### config.mk
export PLATFORM = sky130hd
export DESIGN_NAME = mem_arbiter_flat
export DESIGN_NICKNAME = d
export VERILOG_FILES = /design/src/rtl/mem_arb_pkg.sv /design/src/rtl/mem_arbiter_if.sv /design/src/rtl/mem_arb_lat_cnt.sv /design/src/rtl/mem_arbiter.sv /design/src/flat_wrapper.sv
export SDC_FILE = /design/constraint.sdc
export NUM_CORES = 1
export LEC_CHECK = 0
export ABC_AREA = 1
export CAP_MARGIN = 20
export CORE_ASPECT_RATIO = 0.75
export CORE_MARGIN = 4
export CORE_UTILIZATION = 35
export CTS_BUF_LIST = sky130_fd_sc_hd__clkbuf_8
export CTS_CLUSTER_DIAMETER = 150
export CTS_CLUSTER_SIZE = 12
export DETAILED_ROUTE_END_ITERATION = 8
export PLACE_DENSITY = 0.71
export SLEW_MARGIN = 20
export SYNTH_ARGS = -nofsm -noshare
export SYNTH_HDL_FRONTEND = slang
export SYNTH_SLANG_ARGS = --single-unit
export TNS_END_PERCENT = 50
### constraint.sdc
create_clock -name clk -period 1.56 [get_ports clk]
set_clock_uncertainty 0.1 [all_clocks]
set_input_delay 0.312 -clock clk [delete_from_list [all_inputs] [get_ports clk]]
set_output_delay 0.312 -clock clk [all_outputs]
set_load 0.1 [all_outputs]
### src/rtl/mem_arb_pkg.sv
// Shared definitions for the unified-memory arbiter: state encoding,
// requester identifiers and the latency-counter load helper.
package mem_arb_pkg;

  // State encoding of the arbiter sequencer.
  localparam logic [1:0] ST_IDLE  = 2'd0;
  localparam logic [1:0] ST_ISSUE = 2'd1;
  localparam logic [1:0] ST_WAIT  = 2'd2;
  localparam logic [1:0] ST_DONE  = 2'd3;

  typedef enum logic [1:0] {
    S_IDLE  = ST_IDLE,
    S_ISSUE = ST_ISSUE,
    S_WAIT  = ST_WAIT,
    S_DONE  = ST_DONE
  } state_e;

  // Requester identifiers, also used as the owner / last_grant encoding.
  localparam logic REQ_IF = 1'b0;
  localparam logic REQ_DM = 1'b1;

  // The counter is loaded in ISSUE; it hits zero in the cycle where
  // mem_rdata becomes valid, hence the minus one.
  function automatic logic [3:0] lat_load(input int unsigned lat);
    return 4'(lat - 1);
  endfunction

endpackage

### src/rtl/mem_arbiter_if.sv
// Bus bundle between proc's fetch/data ports, the arbiter and the memory.
// slave  : the arbiter's view.
// master : the view of the requesters plus the memory model.
interface mem_arbiter_if #(
  parameter int AW = 16,
  parameter int DW = 16
);
  // instruction-fetch port
  logic          if_req;
  logic [AW-1:0] if_addr;
  logic          if_done;
  logic [DW-1:0] if_rdata;
  // data-memory port
  logic          dm_req;
  logic          dm_wr;
  logic [AW-1:0] dm_addr;
  logic [DW-1:0] dm_wdata;
  logic          dm_done;
  logic [DW-1:0] dm_rdata;
  // memory side
  logic          mem_en;
  logic          mem_wr;
  logic [AW-1:0] mem_addr;
  logic [DW-1:0] mem_wdata;
  logic [DW-1:0] mem_rdata;

  modport slave (
    input  if_req, if_addr, dm_req, dm_wr, dm_addr, dm_wdata, mem_rdata,
    output if_done, if_rdata, dm_done, dm_rdata,
           mem_en, mem_wr, mem_addr, mem_wdata
  );

  modport master (
    output if_req, if_addr, dm_req, dm_wr, dm_addr, dm_wdata, mem_rdata,
    input  if_done, if_rdata, dm_done, dm_rdata,
           mem_en, mem_wr, mem_addr, mem_wdata
  );
endinterface

### src/rtl/mem_arb_lat_cnt.sv
// 4-bit loadable down-counter with zero flag. Counts memory latency
// while the arbiter waits for read data. Saturates at zero.
module mem_arb_lat_cnt (
  input  logic       clk,
  input  logic       rst,
  input  logic       load,
  input  logic       dec,
  input  logic [3:0] load_val,
  output logic       zero
);

  logic [3:0] cnt_q;
  logic [3:0] cnt_d;

  // Next count: load wins over decrement; never wraps below zero.
  always_comb begin
    cnt_d = cnt_q;
    if (load) begin
      cnt_d = load_val;
    end else if (dec && (cnt_q != 4'd0)) begin
      cnt_d = cnt_q - 4'd1;
    end
  end

  // Counter register.
  always_ff @(posedge clk) begin
    if (rst) begin
      cnt_q <= 4'd0;
    end else begin
      cnt_q <= cnt_d;
    end
  end

  assign zero = (cnt_q == 4'd0);

endmodule

### src/rtl/mem_arbiter.sv
// Arbiter sharing one fixed-latency memory between instruction fetch and
// data memory. Sequence per grant: IDLE -> ISSUE -> WAIT -> DONE -> IDLE.
// All outputs are registered. err is sticky until rst.
// Optional feature: define MEM_ARB_RR_EN for round-robin tie breaking
// (otherwise dm always beats if).
module mem_arbiter
  import mem_arb_pkg::*;
#(
  parameter int MEM_LAT = 2,
  parameter int AW      = 16,
  parameter int DW      = 16
) (
  input  logic          clk,
  input  logic          rst,
  mem_arbiter_if.slave  bus,
  output logic          busy,
  output logic          err
);

  // Latency must fit the 4-bit counter and be at least one cycle.
  generate
    if (MEM_LAT < 1 || MEM_LAT > 15) begin : g_bad_lat
      $error("mem_arbiter: MEM_LAT must be in 1..15");
    end
  endgenerate

  localparam logic [3:0] LAT_LOAD = lat_load(MEM_LAT);

  state_e        state_q, state_d;
  logic          owner_q, owner_d;
  logic          wr_q, wr_d;
  logic [AW-1:0] addr_q, addr_d;
  logic [DW-1:0] wdata_q, wdata_d;
  logic          mem_en_q, mem_en_d;
  logic          mem_wr_q, mem_wr_d;
  logic          if_done_q, if_done_d;
  logic          dm_done_q, dm_done_d;
  logic [DW-1:0] if_rdata_q, if_rdata_d;
  logic [DW-1:0] dm_rdata_q, dm_rdata_d;
  logic          busy_q, busy_d;
  logic          err_q, err_d;
`ifdef MEM_ARB_RR_EN
  logic          last_grant_q, last_grant_d;
`endif

  logic winner;
  logic owner_req;
  logic cnt_load;
  logic cnt_dec;
  logic cnt_zero;

  mem_arb_lat_cnt u_lat_cnt (
    .clk      (clk),
    .rst      (rst),
    .load     (cnt_load),
    .dec      (cnt_dec),
    .load_val (LAT_LOAD),
    .zero     (cnt_zero)
  );

  // Grant selection among the requesters visible in IDLE.
  always_comb begin
    winner = REQ_IF;
`ifdef MEM_ARB_RR_EN
    if (bus.if_req && bus.dm_req) begin
      winner = (last_grant_q == REQ_IF) ? REQ_DM : REQ_IF;
    end else begin
      winner = bus.dm_req ? REQ_DM : REQ_IF;
    end
`else
    winner = bus.dm_req ? REQ_DM : REQ_IF;
`endif
  end

  // Sequencer next-state, latching, capture and error detection.
  always_comb begin
    state_d    = state_q;
    owner_d    = owner_q;
    wr_d       = wr_q;
    addr_d     = addr_q;
    wdata_d    = wdata_q;
    mem_en_d   = 1'b0;
    mem_wr_d   = 1'b0;
    if_done_d  = 1'b0;
    dm_done_d  = 1'b0;
    if_rdata_d = if_rdata_q;
    dm_rdata_d = dm_rdata_q;
    err_d      = err_q;
    cnt_load   = 1'b0;
    cnt_dec    = 1'b0;
`ifdef MEM_ARB_RR_EN
    last_grant_d = last_grant_q;
`endif
    owner_req  = (owner_q == REQ_DM) ? bus.dm_req : bus.if_req;

    case (state_q)
      S_IDLE: begin
        if (bus.if_req || bus.dm_req) begin
          // Latch everything now so later input changes are ignored.
          owner_d  = winner;
          wr_d     = (winner == REQ_DM) && bus.dm_wr;
          addr_d   = (winner == REQ_DM) ? bus.dm_addr : bus.if_addr;
          if ((winner == REQ_DM) && bus.dm_wr) begin
            wdata_d = bus.dm_wdata;
          end
          mem_en_d = 1'b1;
          mem_wr_d = (winner == REQ_DM) && bus.dm_wr;
          state_d  = S_ISSUE;
`ifdef MEM_ARB_RR_EN
          last_grant_d = winner;
`endif
        end
      end
      S_ISSUE: begin
        cnt_load = 1'b1;
        state_d  = S_WAIT;
        if (!owner_req) err_d = 1'b1;
      end
      S_WAIT: begin
        if (!owner_req) err_d = 1'b1;
        if (cnt_zero) begin
          // mem_rdata is valid this cycle; writes leave dm_rdata alone.
          if (owner_q == REQ_IF) begin
            if_rdata_d = bus.mem_rdata;
            if_done_d  = 1'b1;
          end else begin
            if (!wr_q) dm_rdata_d = bus.mem_rdata;
            dm_done_d = 1'b1;
          end
          state_d = S_DONE;
        end else begin
          cnt_dec = 1'b1;
        end
      end
      S_DONE: begin
        state_d = S_IDLE;
      end
      default: begin
        state_d = S_IDLE;
        err_d   = 1'b1;
      end
    endcase

    busy_d = (state_d != S_IDLE);
  end

  // State and output registers; reset abandons any in-flight access.
  always_ff @(posedge clk) begin
    if (rst) begin
      state_q    <= S_IDLE;
      owner_q    <= REQ_IF;
      wr_q       <= 1'b0;
      addr_q     <= '0;
      wdata_q    <= '0;
      mem_en_q   <= 1'b0;
      mem_wr_q   <= 1'b0;
      if_done_q  <= 1'b0;
      dm_done_q  <= 1'b0;
      if_rdata_q <= '0;
      dm_rdata_q <= '0;
      busy_q     <= 1'b0;
      err_q      <= 1'b0;
    end else begin
      state_q    <= state_d;
      owner_q    <= owner_d;
      wr_q       <= wr_d;
      addr_q     <= addr_d;
      wdata_q    <= wdata_d;
      mem_en_q   <= mem_en_d;
      mem_wr_q   <= mem_wr_d;
      if_done_q  <= if_done_d;
      dm_done_q  <= dm_done_d;
      if_rdata_q <= if_rdata_d;
      dm_rdata_q <= dm_rdata_d;
      busy_q     <= busy_d;
      err_q      <= err_d;
    end
  end

`ifdef MEM_ARB_RR_EN
  // Round-robin history; IF after reset so the first tie goes to dm.
  always_ff @(posedge clk) begin
    if (rst) begin
      last_grant_q <= REQ_IF;
    end else begin
      last_grant_q <= last_grant_d;
    end
  end
`endif

  assign bus.mem_en    = mem_en_q;
  assign bus.mem_wr    = mem_wr_q;
  assign bus.mem_addr  = addr_q;
  assign bus.mem_wdata = wdata_q;
  assign bus.if_done   = if_done_q;
  assign bus.if_rdata  = if_rdata_q;
  assign bus.dm_done   = dm_done_q;
  assign bus.dm_rdata  = dm_rdata_q;
  assign busy          = busy_q;
  assign err           = err_q;

endmodule

### src/flat_wrapper.sv
// flat-port wrapper written by rule: the top's interface ports become plain ports
module mem_arbiter_flat import mem_arb_pkg::*;
#(
  parameter int MEM_LAT = 2,
  parameter int AW      = 16,
  parameter int DW      = 16
)
  (clk, rst, busy, err, bus_if_req, bus_if_addr, bus_dm_req, bus_dm_wr, bus_dm_addr, bus_dm_wdata, bus_mem_rdata, bus_if_done, bus_if_rdata, bus_dm_done, bus_dm_rdata, bus_mem_en, bus_mem_wr, bus_mem_addr, bus_mem_wdata);
  mem_arbiter_if #(.AW(AW), .DW(DW)) bus_i ();
  input  logic clk;
  input  logic rst;
  output logic busy;
  output logic err;
  input wire logic [$bits(bus_i.if_req)-1:0] bus_if_req;
  input wire logic [$bits(bus_i.if_addr)-1:0] bus_if_addr;
  input wire logic [$bits(bus_i.dm_req)-1:0] bus_dm_req;
  input wire logic [$bits(bus_i.dm_wr)-1:0] bus_dm_wr;
  input wire logic [$bits(bus_i.dm_addr)-1:0] bus_dm_addr;
  input wire logic [$bits(bus_i.dm_wdata)-1:0] bus_dm_wdata;
  input wire logic [$bits(bus_i.mem_rdata)-1:0] bus_mem_rdata;
  output wire logic [$bits(bus_i.if_done)-1:0] bus_if_done;
  output wire logic [$bits(bus_i.if_rdata)-1:0] bus_if_rdata;
  output wire logic [$bits(bus_i.dm_done)-1:0] bus_dm_done;
  output wire logic [$bits(bus_i.dm_rdata)-1:0] bus_dm_rdata;
  output wire logic [$bits(bus_i.mem_en)-1:0] bus_mem_en;
  output wire logic [$bits(bus_i.mem_wr)-1:0] bus_mem_wr;
  output wire logic [$bits(bus_i.mem_addr)-1:0] bus_mem_addr;
  output wire logic [$bits(bus_i.mem_wdata)-1:0] bus_mem_wdata;
  assign bus_i.if_req = bus_if_req;
  assign bus_i.if_addr = bus_if_addr;
  assign bus_i.dm_req = bus_dm_req;
  assign bus_i.dm_wr = bus_dm_wr;
  assign bus_i.dm_addr = bus_dm_addr;
  assign bus_i.dm_wdata = bus_dm_wdata;
  assign bus_i.mem_rdata = bus_mem_rdata;
  assign bus_if_done = bus_i.if_done;
  assign bus_if_rdata = bus_i.if_rdata;
  assign bus_dm_done = bus_i.dm_done;
  assign bus_dm_rdata = bus_i.dm_rdata;
  assign bus_mem_en = bus_i.mem_en;
  assign bus_mem_wr = bus_i.mem_wr;
  assign bus_mem_addr = bus_i.mem_addr;
  assign bus_mem_wdata = bus_i.mem_wdata;
  mem_arbiter #(.MEM_LAT(MEM_LAT), .AW(AW), .DW(DW)) u_core (.clk(clk), .rst(rst), .bus(bus_i), .busy(busy), .err(err));
endmodule
==> run_results.csv <==
group,metric,value,unit
synth,synthCells,443,
worst_setup_path,worstSetupPathType,"reg2reg",
worst_setup_path,r2r_cells,7,
worst_setup_path,worstPathRequired,1740,ps
cells_and_area,multi_input_area,1340,um^2
worst_setup_path,reg2reg_to,"u_core.bus.mem_wdata[8]",
power,seqPwrFrac,26.2,%
cells_and_area,fillers,736,
place,dpl.cell_count,712,
global_route,grtUsageTotal,17.2,%
cells_and_area,fin_util,64.7,%
status,status,"finished clean",
cells_and_area,seqCellArea,1560,um^2
power,p_leak,2.52,nW
worst_setup_path,end_kind,"flop",
global_route,grt_pass1_vias,3040,
sta,min_period_over_period,95.8,%
clocking,cts_buffer_depth,2,
synth,synth_top_area_share,48.2,%
sta,setup_viol,0,
floorplan,die_area,10900,um^2
synth,synth_seq_area_share,48.2,%
worst_setup_path,cp-start-kind,"flop",
cells_and_area,nNetsFinal,670,
synth,ys_warn_count,0,
clocking,cts_tree,"built",
cells_and_area,design_area,5860,um^2
place,dpl-instance-area,5600,um^2
drt,drc,0,
floorplan,fp-row-count,30,
worst_setup_path,critical_path_arrival,1680,ps
power,vdd.ir_drop.worst,941,uV
cells_and_area,drive_gt1_share,21.3,%
synth,synth_cell_type_count,25,
place,io_buffers,138,
global_route,grt_pass1_wl,15100,um
sta,tightest_slew,348,ps
worst_setup_path,r2r_slack,70,ps
synth,avgSynthCellArea,7.31,um^2
power,p_comb_share,61.8,%
clocking,cts.sinks,78,
sta,worst_slack,65.1,ps
drt,drt.antenna.violating_nets,0,
floorplan,die_x,119,um
synth,netlist_area,3240,um^2
power,p_clk_share,11.9,%
power,internal-power,5.64,mW
worst_hold_path,hold_depth,2,
place,pre_cts_slack,-264,ps
worst_setup_path,r2r-start,"u_core.state_q[0]",
clocking,postCtsSetupRepairBufs,0,
place,place.gp.congestion,0.857,
clocking,cts_buffers,9,
power,power.density,1930,nW/um^2
worst_setup_path,crit_path_end,"u_core.bus.mem_wdata[8]",
cells_and_area,finalNonFillerCells,730,
floorplan,io_pins,139,
synth,synth_largest_area_cell,"dfxtp_1",
worst_setup_path,path_max_fanout,15,
drt,vias,3204,
cells_and_area,areaGrowthSynthToFinish,80.8,%
sta,fmax,669,MHz
drt,drtIter0Drc,145,
clocking,hold_buffers,0,
clocking,cts_root_buf,"clkbuf_8",
sta,relSlewSlack,76.8,%
global_route,grt_max_degree,69,
drt,avgRoutedWirePerCell,12.9,um
floorplan,initial_core_util,35.8,%
flow_run,drv_cap,0,
synth,synth_area_leaders,"dfxtp_1 (48%), nor2_1 (13%), o21ai_0 (9.0%)",
sta,hold_viol_final,0,
floorplan,die_h,91.3,um
drt,vias_per_cell,4.39,
drt,wl,9400,um
sta,final-max-slew-violation-count,0,
power,total_power,11.3,mW
floorplan,coreArea,9050,um^2
clocking,cts-htree-levels,3,
worst_hold_path,hold_path.class,"reg2reg",
clocking,cts.clk_slew.worst_paths,80,ps
clocking,clock_latency,350,ps
global_route,gr-total-overflow,0,
worst_setup_path,critPathLaunch,"u_core.state_q[0]",
drt,dr.pass1.iters,4,
synth,synth_seq_cells,78,
place,dp_hpwl,7320,um
sta,period_needed,1490,ps
power,power.switching,5.65,mW
global_route,antenna_found_initial,0,
power,swShare,50.0,%
synth,syn_nets,517,
## stage by stage
step                hold WS (ps)  TNS [ps]
floorplan                    340         0
global placement             359     -3930
detailed placement           376     -6370
CTS                          389         0
global route                 407    -0.357
finish                       387         0
## Yosys cell counts, drive strengths merged
cell type	instances
a21oi	19
a31oi	1
buf	15
clkbuf	8
dfxtp	78
ha	5
inv	63
nand2	63
nand3	10
nand4	3
nor2	110
o21ai	67
or2	1
## how the worst min path moves through the flow
| stage | endpoint | startpoint |
|---|---|---|
| after floorplan | u_core.wr_q | u_core.wr_q |
| after global placement | u_core.wr_q | u_core.wr_q |
| after detailed placement | u_core.bus.mem_wdata[1] | u_core.bus.mem_wdata[1] |
| after CTS | u_core.bus.mem_wdata[1] | u_core.bus.mem_wdata[1] |
| after global routing | u_core.bus.mem_wdata[14] | u_core.bus.mem_wdata[14] |
| final | u_core.bus.mem_wdata[1] | u_core.bus.mem_wdata[1] |
## worst max-delay path: stages, from the launching register on
cell,delay (ps)
dfxtp_1,330
inv_2,80
buf_4,140
ha_4,180
nand3_4,120
buf_12,180
buf_4,140
a21oi_1,150
## flip-flops by register name (all words and copies together) (netlist names), 2 cells and up
register and flops:
u_core.u_lat_cnt.cnt_q 4, u_core.bus.dm_rdata 16, u_core.bus.if_rdata 16, u_core.bus.mem_wdata 16, u_core.bus.mem_addr 16, u_core.state_q 2
## layout by cell type (no fill, tap or decap)
master and n:
or2_4 1, clkinv_1 1, inv_6 1, diode_2 1, o21ai_4 1, clkbuf_16 1, clkinvlp_4 1, buf_12 76
a31oi_1 1, nand4_1 2, clkdlybuf4s50_1 68, a21oi_2 1, inv_1 58, clkinv_2 1, nor2_4 1, nand4_4 1
nor2_8 1, nand3_1 8, clkinv_4 3, ha_1 2, dfxtp_1 78, nor2_1 108, a21oi_1 18, o21ai_0 57
buf_4 20, nand3_4 2, nand2_1 63, o21ai_1 9, ha_4 3, clkbuf_8 9, inv_2 5
## metal layers
| metal | global-route usage (%) | part of all wire (%) | wire length, um | vias up |
|---|---|---|---|---|
| met5 | 0 | 0 | 0 | - |
| met4 | 4.34 | 1.0 | 97 | 0 |
| met3 | 5.29 | 6.0 | 562 | 11 |
| met2 | 28.0 | 47 | 4450 | 102 |
| met1 | 22.1 | 46 | 4290 | 1418 |
| li1 | - | - | - | 1673 |
## timing repair
item                       in CTS  in global routing
gates cloned                    0                  1
hold endpoints to repair        0                  0
resized for setup               4                  7
setup endpoints to repair      26                 31
## power groups by stage
stage	Sequential (mW)	Clock, mW	Combinational [mW]
floorplan	5.81	0	1.29
global placement	2.98	0	6.77
detailed placement	3.00	0	6.87
CTS	2.96	1.39	6.93
global route	3.02	1.47	7.30
finish	2.96	1.35	6.98
## cells by family (layout without fill, tap and decap cells)
logic type | count (synthesis) | in the layout | synth area share (%)
and+or+nand+nor | 187 | 187 | 24.2
other | 0 | 1 | 0
DFF | 78 | 78 | 48.2
adders and majority gates | 5 | 5 | 1.93
buffers and inverters | 86 | 244 | 11.8
AOI/OAI and AO/OA | 87 | 87 | 13.8
## cell type report
| class | count | share of cell area, % |
|---|---|---|
| clock buffer | 9 | 2.12 |
| sequential | 78 | 26.7 |
| multi-input combinational | 279 | 22.9 |
| timing repair buffer | 165 | 40.6 |
| inverter | 63 | 4.04 |
| clock inverter | 7 | 0.876 |
| antenna | 1 | 0.0427 |
| tap | 128 | 2.74 |
Note: power is estimated with default switching activity, not from simulation.
